**src/rtl/block_packer.sv**
```systemverilog
// rtl/block_packer.sv - packs receive-RAM nibbles into 64-bit cipher blocks and unpacks results into transmit RAM
//
// Purpose:
//   Walks the 1024-nibble receive RAM as 64 blocks of 16 nibbles. Each block is
//   packed MSB-nibble-first, handed to the cipher over a valid/ready handshake,
//   and the 64-bit result is unpacked into the transmit RAM at the same addresses.
//   odone pulses once all 64 blocks have been stored.
//
// Ports:
//   iclk          - clock, all logic on rising edge
//   irst          - asynchronous active-high reset
//   istart        - one-cycle pulse, process one full RAM block (ignored when busy)
//   oraddr        - receive-RAM read address {blk, k}
//   irdata        - receive-RAM read data, valid one cycle after oraddr
//   owaddr        - transmit-RAM write address {blk, k}
//   owdata        - transmit-RAM write data
//   owrite_en     - transmit-RAM write enable
//   oblock        - packed block to cipher
//   oblock_valid  - oblock valid
//   iblock_ready  - cipher accepts oblock
//   iresult       - cipher output block
//   iresult_valid - iresult valid (single-cycle pulse)
//   obusy         - high whenever the FSM is not idle
//   odone         - one-cycle pulse when all 64 blocks are stored

module block_packer (
  input  logic        iclk,
  input  logic        irst,
  input  logic        istart,
  output logic [9:0]  oraddr,
  input  logic [3:0]  irdata,
  output logic [9:0]  owaddr,
  output logic [3:0]  owdata,
  output logic        owrite_en,
  output logic [63:0] oblock,
  output logic        oblock_valid,
  input  logic        iblock_ready,
  input  logic [63:0] iresult,
  input  logic        iresult_valid,
  output logic        obusy,
  output logic        odone
);

  typedef enum logic [2:0] {
    S_IDLE     = 3'd0,
    S_LOAD     = 3'd1,
    S_SEND     = 3'd2,
    S_WAIT_RES = 3'd3,
    S_STORE    = 3'd4,
    S_DONE     = 3'd5
  } state_t;

  state_t      state_q, state_d;
  logic [5:0]  blk_q, blk_d;
  logic [4:0]  k_q, k_d;
  logic [63:0] pack_q, pack_d;
  logic [63:0] unpack_q, unpack_d;
  logic        odone_q, odone_d;

  always_ff @(posedge iclk or posedge irst) begin
    if (irst) begin
      state_q  <= S_IDLE;
      blk_q    <= 6'd0;
      k_q      <= 5'd0;
      pack_q   <= 64'd0;
      unpack_q <= 64'd0;
      odone_q  <= 1'b0;
    end else begin
      state_q  <= state_d;
      blk_q    <= blk_d;
      k_q      <= k_d;
      pack_q   <= pack_d;
      unpack_q <= unpack_d;
      odone_q  <= odone_d;
    end
  end

  always_comb begin
    state_d  = state_q;
    blk_d    = blk_q;
    k_d      = k_q;
    pack_d   = pack_q;
    unpack_d = unpack_q;
    odone_d  = 1'b0;

    case (state_q)
      S_IDLE: begin
        if (istart) begin
          state_d = S_LOAD;
          blk_d   = 6'd0;
          k_d     = 5'd0;
        end
      end

      // k runs 0..16: addresses leave on k = 0..15, and the RAM's one-cycle
      // read latency means the nibble for address k-1 arrives while k is shown.
      S_LOAD: begin
        if (k_q != 5'd0) begin
          pack_d = {pack_q[59:0], irdata};
        end
        if (k_q == 5'd16) begin
          state_d = S_SEND;
        end else begin
          k_d = k_q + 5'd1;
        end
      end

      S_SEND: begin
        if (iblock_ready) begin
          state_d = S_WAIT_RES;
        end
      end

      S_WAIT_RES: begin
        if (iresult_valid) begin
          unpack_d = iresult;
          k_d      = 5'd0;
          state_d  = S_STORE;
        end
      end

      // Shifting out of the top keeps owdata a plain register slice; the
      // register drains to zero so owdata idles at 0 outside STORE.
      S_STORE: begin
        unpack_d = {unpack_q[59:0], 4'h0};
        if (k_q == 5'd15) begin
          k_d = 5'd0;
          if (blk_q == 6'd63) begin
            state_d = S_DONE;
            odone_d = 1'b1;
          end else begin
            blk_d   = blk_q + 6'd1;
            state_d = S_LOAD;
          end
        end else begin
          k_d = k_q + 5'd1;
        end
      end

      S_DONE: begin
        state_d = S_IDLE;
        blk_d   = 6'd0;
      end

      default: begin
        state_d = S_IDLE;
      end
    endcase
  end

  assign oraddr       = {blk_q, k_q[3:0]};
  assign owaddr       = {blk_q, k_q[3:0]};
  assign owdata       = unpack_q[63:60];
  assign owrite_en    = (state_q == S_STORE);
  assign oblock       = pack_q;
  assign oblock_valid = (state_q == S_SEND);
  assign obusy        = (state_q != S_IDLE);
  assign odone        = odone_q;

endmodule
```
**config.mk**
```make
export PLATFORM = sky130hd
export DESIGN_NAME = block_packer
export DESIGN_NICKNAME = d
export VERILOG_FILES = /design/src/rtl/block_packer.sv
export SDC_FILE = /design/constraint.sdc
export NUM_CORES = 1
export LEC_CHECK = 0
export ABC_CLOCK_PERIOD_IN_PS = 5410
export CELL_PAD_IN_SITES_DETAIL_PLACEMENT = 0
export CELL_PAD_IN_SITES_GLOBAL_PLACEMENT = 1
export CORE_UTILIZATION = 38
export CTS_CLUSTER_DIAMETER = 200
export DETAILED_ROUTE_END_ITERATION = 12
export PLACE_DENSITY = 0.88
export SYNTH_ARGS = -nofsm -noshare
export SYNTH_HDL_FRONTEND = slang
export SYNTH_SLANG_ARGS = --single-unit
export TNS_END_PERCENT = 5
```
**constraint.sdc**
```tcl
create_clock -name iclk -period 5.41 [get_ports iclk]
set_input_delay 1.082 -clock iclk [delete_from_list [all_inputs] [get_ports iclk]]
set_output_delay 1.082 -clock iclk [all_outputs]
set_load 0.005 [all_outputs]
```
* Yosys cells after proc, flatten, opt, wreduce, memory -nomap -nowiden
Cells that the tools add are included.
Widths: inputs -> output; s select.
** Cells by class
- Equality and inequality tests :: 15
- Add/sub/neg operators :: 2
- Multiplexer cells :: 21
- Reduce and logical (&&, ||, !) cells :: 11
** Operators by type and width (number)
- $pmux 64 s2 :: 1
- $mux 64 :: 1
- $mux 5 :: 4
- $pmux 5 s4 :: 1
- $mux 3 :: 6
- $mux 6 :: 3
- $pmux 6 s3 :: 1
- $pmux 3 s5 :: 1
- $ne 2x2->1 const B :: 5
- $reduce_and 4->1 :: 2
- $add 6x1->6 const B :: 1
- $eq 3x2->1 const B :: 2
- $eq 3x3->1 const B :: 2
- $eq 6x6->1 const B :: 1
- $reduce_bool 3->1 :: 2
- $add 5x1->5 const B :: 1
- $eq 5x4->1 const B :: 1
- $eq 5x5->1 const B :: 1
- $reduce_and 5->1 :: 1
- $reduce_bool 5->1 :: 1
- $ne 2x1->1 const B :: 2
- $reduce_and 2->1 :: 2
- $reduce_bool 4->1 :: 1
- $eq 3x1->1 const B :: 1
- 3 further kinds :: 5
** Word-level totals
- Word-level logic and storage cells :: 55
- Output and inout bits :: 92
- Bits of input ports :: 73
- Register bits after elaboration :: 143

* Depth between registers and ports, before layout
- Depth in word-level cells :: 4
- Depth in mapped cells :: 8
- Depth with buffers taken out :: 8

* Worst setup path before layout
No wires, ideal clock.
- Path type :: flip-flop to output port
- Start :: register state_q[0]
- End :: output port owrite_en
- Path buffers :: 1
- Data arrival time :: 1101 ps
- Data required time :: 4328 ps
- Setup slack :: 3227 ps
- Stages on the path, launching flop included :: 4
- Cells stage by stage :: dfrtp_1 > buf_4 > or3b_1 > inv_1
** On the way
- Cells in the longest elaborated chain, start to end :: 1
** RTL lines
- from (decl) :: line 53 : state_t state_q, state_d;
- from (signal assigned) :: line 69 : state_q <= state_d;
- $eq 3x3->1 :: line 154 : assign owrite_en = (state_q == S_STORE);
- to (decl) :: line 34 : output logic owrite_en,
Every way passes these cells.

* Final worst setup path
- Start :: register state_q[1]
- End :: output port owrite_en
The elaborated chain is that of the path after synthesis.

==> impl_metrics.json <==
{
  "status": "completed",
  "top_usage_layer": "met2",
  "nNetsFinal": 788,
  "fill_cells": 1358,
  "mostFrequentLayoutCells": "164 x clkdlybuf4s50_1, 143 x dfrtp_1, 96 x nand2_1",
  "synthSimpleGateAreaFrac": 0.139,
  "cts_sinks": 143,
  "num_io_pins": 165,
  "drtIter0Drc": 180,
  "endpoint": "owrite_en",
  "final_common_cell": "clkdlybuf4s50_1",
  "drive_gt1_frac": 0.140,
  "power.density_nw_per_um2": 616,
  "clk_pin_slew_ps": 60,
  "start_util": 0.393,
  "grt_overflow": 0,
  "async_reset_ff_frac": 1.00,
  "drtPass1Iterations": 5,
  "synth_area_leaders": "dfrtp_1 57%, mux2_2 9.5%, nand2_1 5.7%, a31oi_1 4.8%, nor2_1 4.7%",
  "wl_um": 13800,
  "hp-class": "reg2reg",
  "rrSetupSlack_ps": 2870,
  "grt_pass1_wl_um": 22000,
  "core_area_um2": 16100,
  "postCtsHoldBufs": 0,
  "io_buffers": 164,
  "grt_pass1_vias": 4470,
  "period_share": 0.624,
  "synth_edf_count": 0,
  "dp_hpwl_um": 9270,
  "vias": 4731,
  "rr_endpoint": "unpack_q[6]",
  "synth_fa_ha_area_frac": 0.00991,
  "synth-compound-area-share": 0.101,
  "die_area_um2": 17100,
  "cts_root_buf": "clkbuf_16",
  "area_delta_synth_final_pct": 34.5,
  "num_rows": 46,
  "crit_required_ps": 4330,
  "synth_xor_area_frac": 0,
  "die_w_um": 131,
  "grt_start_max_net_pins": 113,
  "synth_top_family_by_area": "simple AND/OR/NAND/NOR gates",
  "synth.top_cell.area_share": 0.567,
  "reg2regPathDepth": 5,
  "timing.hold.ws_ps": 500,
  "grt_util_met1": 0.215,
  "synthCells": 575,
  "cts-htree-levels": 4,
  "ff_latch_area_um2": 3580,
  "cts_resized": 0,
  "wl_per_cell_um": 14.7,
  "muxShareOfSynthArea": 0.119,
  "timing.fmax_mhz": 296,
  "endpoint_kind": "primary output",
  "remaining_drc_errors": 0,
  "setup_viol_count_final": 0,
  "rsz0062_at_grt": "no",
  "worst_pin_slew_ps": 1050,
  "gp_congestion": 0.800,
  "antenna_found_initial": 0,
  "clockBufferDepth": 2,
  "leakagePower_nw": 3.59,
  "grt_usage": 0.167,
  "ys.flop_type": "dfrtp_1",
  "skew_ps": 5.78,
  "crit_type": "reg2out",
  "synth_top_cell_by_area": "dfrtp_1",
  "ys_types": 46,
  "antenna_cells": 0,
  "relSlewSlack": 0.302,
  "period_minus_slack_ps": 3380,
  "cts_buffers": 17,
  "viasPerCell": 5.04,
  "r2r_start": "state_q[1]",
  "ant_nets": 0,
  "dieHeight_um": 131,
  "syn_nets": 653,
  "clkLatencyLatePin_ps": 420,
  "multi_input_area_um2": 2340,
  "cts_setup_buffers": 0,
  "startpoint": "state_q[1]",
  "use_met3": 0.0415,
  "path_max_fanout": 15,
  "hold_viol_final": 0,
  "ys_seq_elements": 143,
  "cts_tree": "built",
  "ir_drop_v": 0.000444,
  "ys_warn_count": 0,
  "max-cap-violations": 0,
  "avgSynthCellArea_um2": 11.0,
  "start_kind": "flip-flop",
  "use_met2": 0.267,
  "timing.setup.tns_ps": 0,
  "arrival_ps": 2290,
  "seq_area_frac_synth": 0.567,
  "slew_violations": 0,
  "netlist_area_um2": 6310
}
-- per-layer routing --
layer,share of wire,up-vias,wire [um]
li1,-,2251,-
met1,0.46,2294,6380
met2,0.46,165,6410
met3,0.059,21,812
met4,0.017,0,241
met5,0,-,0
-- worst min-delay path by stage --
stage	startpoint	to	slack [ps]	cells after the start
2_1_floorplan	unpack_q[0]	unpack_q[0]	470	1
3_3_place_gp	oblock[63]	oblock[63]	480	1
3_5_place_dp	unpack_q[13]	unpack_q[13]	490	2
4_1_cts	unpack_q[13]	unpack_q[13]	500	2
5_1_grt	oblock[63]	oblock[63]	520	1
6_report	unpack_q[13]	unpack_q[13]	500	2
-- cells by family (layout without fill, tap and decap cells) --
family / after synthesis / count (layout)
and+or+nand+nor: 203 / 203
DFF: 143 / 143
AOI/OAI and AO/OA: 95 / 95
muxes: 67 / 67
buffers and inverters: 62 / 210
adders and majority gates: 5 / 5
-- area by class of cell --
cell class / count / share of cell area
clock buffers: 17 / 0.0501
clock inverters: 15 / 0.0197
inverters: 10 / 0.00501
multi-input cells: 370 / 0.275
flip-flops and latches: 143 / 0.421
well taps: 216 / 0.0318
repair buffers: 168 / 0.197
-- report_power, final --
group | internal (W) | switching [W]
Combinational | 0.00129 | 0.000813
Clock | 0.000657 | 0.000503
Sequential | 0.00160 | 0.000368
-- worst max-delay path, cell delays in order (launching register included) --
cell             delay [ps]
dfrtp_1                 590
or3b_4                  490
inv_1                   240
clkdlybuf4s50_1         560
-- Yosys cell counts, types with 2 or more instances --
cell type  count
a21boi_1       2
a21oi_1        9
a22o_1         5
a31oi_1       48
a41oi_1        2
and3_1         3
buf_2          6
buf_4         21
buf_6         11
clkbuf_1      13
dfrtp_1      143
ha_1           5
inv_1         10
mux2_1        13
mux2_2        53
nand2_1       96
nand3_1        5
nor2_1        79
nor2b_1        2
o21ai_0        5
o22ai_1       16
or3_1          3
or3b_1         2
-- metrics by stage --
step	setup WS (ps)	utilization	power (W)	instance area, um^2	instances
global route	1930	0.529	0.00561	8490	939
detailed placement	2040	0.492	0.00411	7900	907
floorplan	490	-	0.00334	6310	575
finish	2030	0.529	0.00523	8490	939
CTS	2010	0.529	0.00529	8490	939
global placement	2090	0.492	0.00402	7900	907
-- registers in the layout, summed over array words and instances, names as in the netlist --
| name | count |
|---|---|
| k_q | 5 |
| state_q | 3 |
| blk_q | 6 |
| unpack_q | 64 |
| oblock | 64 |
| odone | 1 |
(Power assumes the default switching activity.)
